**src/rtl/output_display_pkg.sv**
```systemverilog
// output_display_pkg -- shared types and constants for the output display.
//   state_e     : conversion FSM states (IDLE, CONV)
//   NUM_DIGITS  : number of multiplexed digits (AN width)
//   NUM_ITER    : double-dabble iterations per 8-bit conversion
//   SEG_*       : active-low segment patterns, bit 0 = a ... bit 6 = g
//   seg_decode  : BCD digit -> segment pattern (non-decimal codes show blank)
package output_display_pkg;

  typedef enum logic {
    IDLE = 1'b0,
    CONV = 1'b1
  } state_e;

  localparam int NUM_DIGITS = 4;
  localparam int NUM_ITER   = 8;

  localparam logic [6:0] SEG_0     = 7'b1000000;
  localparam logic [6:0] SEG_1     = 7'b1111001;
  localparam logic [6:0] SEG_2     = 7'b0100100;
  localparam logic [6:0] SEG_3     = 7'b0110000;
  localparam logic [6:0] SEG_4     = 7'b0011001;
  localparam logic [6:0] SEG_5     = 7'b0010010;
  localparam logic [6:0] SEG_6     = 7'b0000010;
  localparam logic [6:0] SEG_7     = 7'b1111000;
  localparam logic [6:0] SEG_8     = 7'b0000000;
  localparam logic [6:0] SEG_9     = 7'b0010000;
  localparam logic [6:0] SEG_BLANK = 7'b1111111;
  localparam logic [6:0] SEG_MINUS = 7'b0111111;

  function automatic logic [6:0] seg_decode(input logic [3:0] digit);
    logic [6:0] code;
    case (digit)
      4'd0:    code = SEG_0;
      4'd1:    code = SEG_1;
      4'd2:    code = SEG_2;
      4'd3:    code = SEG_3;
      4'd4:    code = SEG_4;
      4'd5:    code = SEG_5;
      4'd6:    code = SEG_6;
      4'd7:    code = SEG_7;
      4'd8:    code = SEG_8;
      4'd9:    code = SEG_9;
      default: code = SEG_BLANK;
    endcase
    return code;
  endfunction

endpackage

```
**src/rtl/bin2bcd_seq.sv**
```systemverilog
// bin2bcd_seq -- sequential 8-bit binary to 3-digit BCD converter
// (shift-and-add-3, one iteration per clock, 8 iterations).
//   clk     : clock, rising edge
//   reset   : synchronous active-high reset, aborts any conversion
//   start   : accepted in IDLE, or on the final iteration to chain a new
//             conversion without a gap
//   bin_in  : value captured on an accepted start
//   busy    : high while in CONV
//   done    : high during the cycle whose edge completes iteration 8
//   bcd_out : {hundreds, tens, ones}; valid while done is high
//
//   state | meaning
//   ------+---------------------------------------------
//   IDLE  | waiting for start
//   CONV  | one double-dabble iteration per clock, 8 total
module bin2bcd_seq
  import output_display_pkg::*;
(
  input  logic        clk,
  input  logic        reset,
  input  logic        start,
  input  logic [7:0]  bin_in,
  output logic        busy,
  output logic        done,
  output logic [11:0] bcd_out
);

  state_e      state_q, state_d;
  logic [7:0]  bin_q, bin_d;
  logic [11:0] bcd_q, bcd_d;
  logic [2:0]  iter_q, iter_d;
  logic [19:0] step;
  logic        last_iter;

  // One iteration: add 3 to every BCD digit >= 5, then shift the whole
  // {bcd, bin} register left by one.
  always_comb begin
    step = {bcd_q, bin_q};
    for (int i = 0; i < 3; i++) begin
      if (step[8+4*i +: 4] >= 4'd5) begin
        step[8+4*i +: 4] = step[8+4*i +: 4] + 4'd3;
      end
    end
    step = step << 1;
  end

  assign last_iter = (state_q == CONV) && (iter_q == 3'(NUM_ITER - 1));
  assign busy      = (state_q == CONV);
  assign done      = last_iter;
  // The result of the final iteration is presented combinationally so the
  // consumer can latch it on the same edge that ends the conversion.
  assign bcd_out   = step[19:8];

  always_comb begin
    state_d = state_q;
    bin_d   = bin_q;
    bcd_d   = bcd_q;
    iter_d  = iter_q;
    if (state_q == CONV) begin
      bin_d  = step[7:0];
      bcd_d  = step[19:8];
      iter_d = iter_q + 3'd1;
      if (last_iter) begin
        state_d = IDLE;
      end
    end
    if (start && ((state_q == IDLE) || last_iter)) begin
      state_d = CONV;
      bin_d   = bin_in;
      bcd_d   = '0;
      iter_d  = '0;
    end
  end

  always_ff @(posedge clk) begin
    if (reset) begin
      state_q <= IDLE;
      bin_q   <= '0;
      bcd_q   <= '0;
      iter_q  <= '0;
    end else begin
      state_q <= state_d;
      bin_q   <= bin_d;
      bcd_q   <= bcd_d;
      iter_q  <= iter_d;
    end
  end

endmodule

```
**src/rtl/output_display.sv**
```systemverilog
// output_display -- shows the upstream output register on a 4-digit
// multiplexed 7-segment display.
//   CLK      : clock, rising edge
//   RESET    : synchronous active-high reset
//   OUT_VAL  : value held by the upstream output register
//   OUT_LOAD : one-cycle strobe, OUT_VAL has just been written
//   SEG      : active-low segments, SEG[0]=a .. SEG[6]=g (registered)
//   AN       : active-low digit enables, AN[0]=ones, AN[3]=sign (registered)
//   BUSY     : high while a binary-to-BCD conversion is running
// Parameter SCAN_DIV (2..65535): clocks each digit stays lit.
// Macro OUTPUT_DISPLAY_SIGNED_EN: treat the value as two's complement and
// show a minus sign on digit 3; otherwise unsigned with digit 3 blank.
module output_display
  import output_display_pkg::*;
#(
  parameter int SCAN_DIV = 1000
) (
  input  logic                  CLK,
  input  logic                  RESET,
  input  logic [7:0]            OUT_VAL,
  input  logic                  OUT_LOAD,
  output logic [6:0]            SEG,
  output logic [NUM_DIGITS-1:0] AN,
  output logic                  BUSY
);

  localparam logic [15:0] PRESC_LAST = 16'(SCAN_DIV - 1);

  logic        conv_start;
  logic [7:0]  conv_val;
  logic [7:0]  conv_in;
  logic        conv_busy;
  logic        conv_done;
  logic [11:0] conv_bcd;
  logic        sign_nxt;

  logic [7:0]            pend_q, pend_d;
  logic                  pend_vld_q, pend_vld_d;
  logic [11:0]           disp_q, disp_d;
  logic [15:0]           presc_q, presc_d;
  logic [1:0]            idx_q, idx_d;
  logic [6:0]            seg_q, seg_d;
  logic [NUM_DIGITS-1:0] an_q, an_d;

  // Load arbitration. A strobe during a conversion parks in the pending
  // register (latest wins). On the finishing edge the conversion chains
  // straight into the pending value, or into a strobe arriving on that
  // very edge, which is the newest value of all.
  always_comb begin
    conv_start = 1'b0;
    conv_val   = OUT_VAL;
    pend_d     = pend_q;
    pend_vld_d = pend_vld_q;
    if (!conv_busy) begin
      conv_start = OUT_LOAD;
    end else if (conv_done) begin
      conv_start = OUT_LOAD || pend_vld_q;
      conv_val   = OUT_LOAD ? OUT_VAL : pend_q;
      pend_vld_d = 1'b0;
    end else if (OUT_LOAD) begin
      pend_d     = OUT_VAL;
      pend_vld_d = 1'b1;
    end
  end

`ifdef OUTPUT_DISPLAY_SIGNED_EN
  logic neg_conv_q, neg_conv_d;
  logic disp_neg_q, disp_neg_d;

  // -128 negates to 8'h80, which is 128 when read as unsigned magnitude.
  assign conv_in = conv_val[7] ? (~conv_val + 8'd1) : conv_val;

  always_comb begin
    neg_conv_d = conv_start ? conv_val[7] : neg_conv_q;
    disp_neg_d = conv_done ? neg_conv_q : disp_neg_q;
  end

  assign sign_nxt = disp_neg_d;

  always_ff @(posedge CLK) begin
    if (RESET) begin
      neg_conv_q <= 1'b0;
      disp_neg_q <= 1'b0;
    end else begin
      neg_conv_q <= neg_conv_d;
      disp_neg_q <= disp_neg_d;
    end
  end
`else
  assign conv_in  = conv_val;
  assign sign_nxt = 1'b0;
`endif

  bin2bcd_seq u_bin2bcd (
    .clk     (CLK),
    .reset   (RESET),
    .start   (conv_start),
    .bin_in  (conv_in),
    .busy    (conv_busy),
    .done    (conv_done),
    .bcd_out (conv_bcd)
  );

  // Displayed digits change only when a full conversion completes.
  assign disp_d = conv_done ? conv_bcd : disp_q;

  always_comb begin
    presc_d = presc_q + 16'd1;
    idx_d   = idx_q;
    if (presc_q == PRESC_LAST) begin
      presc_d = '0;
      idx_d   = idx_q + 2'd1;
    end
  end

  // SEG/AN are decoded from next-state values so both registers move on
  // the same edge as the digit index and any display update.
  always_comb begin
    case (idx_d)
      2'd0: seg_d = seg_decode(disp_d[3:0]);
      2'd1: seg_d = (disp_d[11:4] == 8'd0) ? SEG_BLANK : seg_decode(disp_d[7:4]);
      2'd2: seg_d = (disp_d[11:8] == 4'd0) ? SEG_BLANK : seg_decode(disp_d[11:8]);
      default: seg_d = sign_nxt ? SEG_MINUS : SEG_BLANK;
    endcase
    an_d = ~(NUM_DIGITS'(1) << idx_d);
  end

  always_ff @(posedge CLK) begin
    if (RESET) begin
      pend_q     <= '0;
      pend_vld_q <= 1'b0;
      disp_q     <= '0;
      presc_q    <= '0;
      idx_q      <= '0;
      seg_q      <= SEG_0;
      an_q       <= 4'b1110;
    end else begin
      pend_q     <= pend_d;
      pend_vld_q <= pend_vld_d;
      disp_q     <= disp_d;
      presc_q    <= presc_d;
      idx_q      <= idx_d;
      seg_q      <= seg_d;
      an_q       <= an_d;
    end
  end

  assign SEG  = seg_q;
  assign AN   = an_q;
  assign BUSY = conv_busy;

endmodule

```
**config.mk**
```make
export PLATFORM = sky130hd
export DESIGN_NAME = output_display
export DESIGN_NICKNAME = d
export VERILOG_FILES = /design/src/rtl/output_display_pkg.sv /design/src/rtl/bin2bcd_seq.sv /design/src/rtl/output_display.sv
export SDC_FILE = /design/constraint.sdc
export NUM_CORES = 1
export LEC_CHECK = 0
export ABC_CLOCK_PERIOD_IN_PS = 7430
export CORE_MARGIN = 2
export CORE_UTILIZATION = 45
export DETAILED_ROUTE_END_ITERATION = 6
export GPL_ROUTABILITY_DRIVEN = 0
export PLACE_DENSITY = 0.64
export RECOVER_POWER = 25
export SLEW_MARGIN = 30
export SYNTH_ARGS = -nofsm -noshare
export SYNTH_HDL_FRONTEND = slang
export SYNTH_SLANG_ARGS = --single-unit
```
**constraint.sdc**
```tcl
create_clock -name CLK -period 7.43 [get_ports CLK]
set_clock_uncertainty 0.1 [all_clocks]
set_input_delay 1.1145 -clock CLK [delete_from_list [all_inputs] [get_ports CLK]]
set_output_delay 1.1145 -clock CLK [all_outputs]
set_load 0.01 [all_outputs]
```
==> results.toml, run 1 <==
[timing]
finalSetupViolCount = 0
tightestPinTransition_ns = 1.015
min_period_over_period_pct = 48.71
rsz0062_at_grt = "false"
fin_ws_ns = 3.811
relSlewSlack_pct = 32.27
hold_viol_final = 0
slew_violations = 0
setup-tns-final_ns = 0
final.min_clock_period_ns = 3.619
max_freq_mhz = 276.3

[worst_setup_path]
cp_cell_sequence = "and2_0 > a21boi_0 > ha_1 > nand4_1 > nor3_1 > a2111oi_0 > nor4_2"
start_kind = "register"
crit_type = "register to register"
critical_path_arrival_ns = 3.74
max_stage_delay_ns = 0.88
crit_slowest_cell = "and2_0"
required_ns = 7.55
endpoint_kind = "register"
worstPathMaxFanout = 19

[cells_and_area]
fin_cells = 605
n_antenna_cell = 0
layout-drive-gt1-share_pct = 7.042
final_nets = 528
syn2layout_area_growth_pct = 12.50

[logic_synthesis]
synth_area_leader_cell = "dfxtp_1"
synth_common_cells = "dfxtp_1 (74), nor2_1 (68), nand2_1 (34)"
synth_edf_count = 0
ys.flop_type = "dfxtp_1"
async_flop_share_pct = 0
yosysSeqAreaShare_pct = 36.82
synth_top_area_share_pct = 36.82
synth_warnings = 0
syn_area_per_cell_sq_um = 8.348
synth_cell_types = 62
synth-seq-cells = 74
syn-num-nets = 518
syn-cell-area_sq_mm = 0.004024
syn_inst = 482
synth_area_leaders = "dfxtp_1 (37%), ha_1 (7.8%), nor2_1 (6.3%)"
synth_most_common_cell = "dfxtp_1"

[drt]
firstDrtPassIters = 5
drc = 0
vias = 3355
antenna_left = 0
wirelength_mm = 8.567
avgViaCountPerCell = 5.545
wl_per_cell_um = 14.16
drt-initial-drc-count = 204

[die]
core_sq_mm = 0.008678
die_area_sq_mm = 0.009714
start_util_pct = 46.37
io-pin-count = 23
die_h_um = 98.56
placement_rows = 34
fp.dieW_um = 98.56

[grt]
use_met2_pct = 29.98
grt_first_pass_wirelength_mm = 15.11
grt_max_degree = 46
grt_usage_pct = 18.83
met3_usage_pct = 3.404
grt_pass1_vias = 3321
use_met1_pct = 25.59
grt.busiest_layer = "met2"
antenna_found_initial = 0
grt_overflow_total = 0

[status]
outcome = "finished clean"

[cts]
cts_tree = "built"
cts_root_buf = "clkbuf_8"
numCtsBuffers = 9
clockBufferDepth = 2
cts_hold_buf = 0
post-cts-setup-buffer-count = 0
clkTransAtPathRegs_ns = 0.08
h-tree-depth = 3
cts_sinks = 74
clock_latency_ns = 0.35
cts-resized-gates = 0

[placement]
io_buffers = 22
dpl_worst_slack_ns = 3.974
dp_cells = 589
dp_hpwl_mm = 6.090

[run]
cap_violations = 0

[pwr]
leakage_uw = 0.001751
power.density_mw_per_mm2 = 193.9
ir_drop_mv = 0.09971

[hold_path]
hold_path_class = "register to register"
==> area by class of cell <==
class	instances	area, sq um
clock buffers	10	127.6
clock inverters	6	137.6
fillers	841	4151
inverters	21	78.83
multi-input cells	362	2331
flip-flops and latches	74	1481
well taps	108	135.1
repair buffers	24	235.2
==> where the power goes <==
part | internal, uW | switching [uW] | total [uW] | leakage (uW)
Combinational | 23.3 | 29.6 | 52.9 | 0.00102
Sequential | 405 | 7.92 | 413 | 0.000600
Clock | 259 | 152 | 411 | 0.000131
==> metal layers <==
| metal | vias up | wire (um) |
|---|---|---|
| met2 | 61 | 3895 |
| met1 | 1567 | 4233 |
| met4 | 0 | 121 |
| met3 | 10 | 317 |
| li1 | 1717 | - |
| met5 | - | 0 |
==> critical path: cells and delay by family, from the launching register on <==
family	cells	cell delay, ns
adder cells (fa/ha/maj)	1	0.36
AO/OA/AOI/OAI	2	1.02
flip-flops	1	0.68
AND/OR/NAND/NOR	4	1.31
==> state kept, by name (all words and copies together) (netlist names) <==
name	count
presc_q	16
disp_q	12
u_bin2bcd.bcd_q	12
pend_q	8
u_bin2bcd.bin_q	8
SEG	7
AN	4
u_bin2bcd.iter_q	3
idx_q	2
pend_vld_q	1
u_bin2bcd.busy	1
==> stage by stage <==
| stage | utilization (%) | hold slack (ns) | cell area, sq um | total power [uW] |
|---|---|---|---|---|
| final | 52.16 | 0.3543 | 4527 | 877.7 |
| after floorplan | - | 0.3175 | 4024 | 459.8 |
| after global routing | 52.16 | 0.4081 | 4527 | 914.8 |
| after CTS | 52.57 | 0.3627 | 4562 | 885.5 |
| after detailed placement | 49.51 | 0.3509 | 4297 | 475.6 |
| after global placement | 49.51 | 0.3320 | 4297 | 474.4 |
==> cells by family after synthesis <==
kind of cell	after synthesis	share of synthesized area [%]
AOI/OAI and AO/OA	111	18.66
xor gates and xnor gates	20	4.353
adders and majority gates	25	7.774
buffers and inverters	46	4.384
DFF	74	36.82
muxes	20	5.037
and+or+nand+nor	186	22.98
==> cell usage in the layout, fill, tap and decap left out, types with 11 or more instances in the layout <==
cell type | Yosys | final
xor2_1 | 11 | 11
clkdlybuf4s50_1 | 0 | 19
o21ai_0 | 21 | 21
a211oi_1 | 12 | 12
nor2b_1 | 11 | 11
dfxtp_1 | 74 | 74
nand2_1 | 34 | 34
nand3_1 | 20 | 20
ha_1 | 25 | 25
nor3_1 | 11 | 11
a21oi_1 | 24 | 23
inv_1 | 20 | 20
mux2i_1 | 18 | 18
nor2_1 | 68 | 68
==> worst paths after layout <==
| kind | depth (start not counted) | endpoint | start | slack [ns] |
|---|---|---|---|---|
| hold reg to reg | 1 | presc_q[0] | presc_q[0] | 0.35 |
| setup reg to reg | 7 | SEG[2] | u_bin2bcd.busy | 3.81 |
| hold / removal | 1 | presc_q[0] | presc_q[0] | 0.35 |
| setup / recovery | 7 | SEG[2] | u_bin2bcd.busy | 3.81 |
Power figures use the tool's default switching activity.
==> run 2, diff against run 1 <==
--- a/config.mk
+++ b/config.mk
@@ -5,7 +5,7 @@
 export SDC_FILE = /design/constraint.sdc
 export NUM_CORES = 1
 export LEC_CHECK = 0
-export ABC_CLOCK_PERIOD_IN_PS = 7430
+export ABC_CLOCK_PERIOD_IN_PS = 3400
 export CORE_MARGIN = 2
 export CORE_UTILIZATION = 45
 export DETAILED_ROUTE_END_ITERATION = 6
==> constraint.sdc (replaced) <==
create_clock -name CLK -period 3.4 [get_ports CLK]
set_clock_uncertainty 0.1 [all_clocks]
set_input_delay 0.51 -clock CLK [delete_from_list [all_inputs] [get_ports CLK]]
set_output_delay 0.51 -clock CLK [all_outputs]
set_load 0.01 [all_outputs]
==> run 2 against run 1 <==
Worst setup slack worse by 3.5 ns; clock-buffer cell count down 1; total power up 91%; clock power up 60%; largest power group unchanged.
==> results.toml, run 2 (synthesis gave the netlist of run 1 again) <==
[drt]
wirelength_mm = 8.692
vias = 3315
firstDrtPassIters = 4
avgViaCountPerCell = 5.470
antenna_left = 0
drt-initial-drc-count = 188
wl_per_cell_um = 14.34
drc = 0

[timing]
rsz0062_at_grt = "false"
max_freq_mhz = 322.9
setup-tns-final_ns = 0
final.min_clock_period_ns = 3.097
relSlewSlack_pct = 10.36
hold_viol_final = 0
min_period_over_period_pct = 91.08
slew_violations = 0
tightestPinTransition_ns = 1.345
finalSetupViolCount = 0

[die]
fp.dieW_um = 98.56
die_area_sq_mm = 0.009714
start_util_pct = 46.37
core_sq_mm = 0.008678
io-pin-count = 23
placement_rows = 34
die_h_um = 98.56

[worst_setup_path]
crit_type = "register to register"
required_ns = 3.50
worstPathMaxFanout = 6
start_kind = "register"
endpoint_kind = "register"
critical_path_arrival_ns = 3.20

[cts]
cts_sinks = 74
clkTransAtPathRegs_ns = 0.08
clock_latency_ns = 0.35
clockBufferDepth = 2
h-tree-depth = 3
post-cts-setup-buffer-count = 0
cts_hold_buf = 0
numCtsBuffers = 9
cts_root_buf = "clkbuf_8"
cts_tree = "built"
cts-resized-gates = 0

[pwr]
power.density_mw_per_mm2 = 372.7
leakage_uw = 0.001728
switching_share_pct = 24.42
comb_power_share_pct = 7.2
p_switching_uw = 409.2
ir_drop_mv = 0.2006
internal_power_uw = 1267
sequentialPowerShare_pct = 53.7
pwr-share-clk_pct = 39.1

[placement]
dpl-instance-area_sq_mm = 0.004319
io_buffers = 22
dp_hpwl_mm = 6.184

[cells_and_area]
largest_reg_flops = 16
final_common_cell = "dfxtp_1"
layout-drive-gt1-share_pct = 7.631
final_area_sq_mm = 0.004497
n_antenna_cell = 0
largest-register = "presc_q"
most-common-layout-cells = "dfxtp_1 (74), nor2_1 (68), nand2_1 (34)"
utilization_pct = 51.82
syn2layout_area_growth_pct = 11.75
largestRegisters = "presc_q (16), disp_q (12), u_bin2bcd.bcd_q (12)"
final_nets = 531

[grt]
grt.busiest_layer = "met1"
grt_overflow_total = 0
grt_pass1_vias = 3161
use_met1_pct = 28.88
grt_first_pass_wirelength_mm = 15.33
grt_max_degree = 39
antenna_found_initial = 0
met3_usage_pct = 2.908
use_met2_pct = 28.15
grt_usage_pct = 19.20

[run]
cap_violations = 0

[status]
outcome = "finished clean"

[hold_path]
hold_path_class = "register to register"
==> run 2: cell types whose count changed in the layout (fill, tap and decap cells not counted), sizes merged <==
cell,delta
clkdlybuf4s50,-10
dlygate4sd3,+10
bufinv,-3
clkinvlp,+3
buf,+2
inv,-1
==> run 2: final cells by class <==
class | count | area [sq um]
inverter | 21 | 78.83
sequential | 74 | 1481
fill | 847 | 4182
clock inverter | 5 | 57.56
clock buffer | 9 | 123.9
timing repair buffer | 27 | 254.0
multi-input combinational | 362 | 2366
tap | 108 | 135.1
==> run 2: per-layer routing <==
layer / wire length, um / share of wire, %
met5: 0 / 0
met4: 114 / 1.3
met3: 269 / 3.1
met2: 3686 / 42
met1: 4622 / 53
==> run 2: power groups by stage <==
stage	logic, uW	registers, uW	clock network [uW]
after floorplan	88.0	917	0
after global placement	119	920	0
after detailed placement	121	920	0
after CTS	121	900	671
after global routing	136	903	703
final	120	900	656
==> run 2: path summary, 6_finish.rpt <==
path | start | to | slack (ns) | depth (start not counted)
worst max-delay path | u_bin2bcd.bcd_q[4] | SEG[2] | 0.30 | 10
worst min-delay path | presc_q[0] | presc_q[0] | 0.35 | 1
worst max register to register | u_bin2bcd.bcd_q[4] | SEG[2] | 0.30 | 10
worst min register to register | presc_q[0] | presc_q[0] | 0.35 | 1
==> run 2: critical path, cell delays in order (launching register included) <==
cell and delay [ns]:
dfxtp_1 0.45, inv_1 0.07, ha_1 0.27, nor2b_1 0.17, or3_1 0.38, a31o_2 0.30
ha_1 0.27, nand4_1 0.19, nor3_1 0.10, a2111oi_0 0.55, nor4_2 0.11
==> run 2: per-stage QoR <==
stage / cells / total power, uW / hold WS, ns / setup slack [ns]
2_1_floorplan: 482 / 1005 / 0.3175 / 0.4498
3_3_place_gp: 592 / 1039 / 0.3296 / 0.5024
3_5_place_dp: 592 / 1041 / 0.3477 / 0.3134
4_1_cts: 606 / 1693 / 0.3611 / 0.2916
5_1_grt: 606 / 1742 / 0.3767 / 0.02992
6_report: 606 / 1676 / 0.3538 / 0.3033
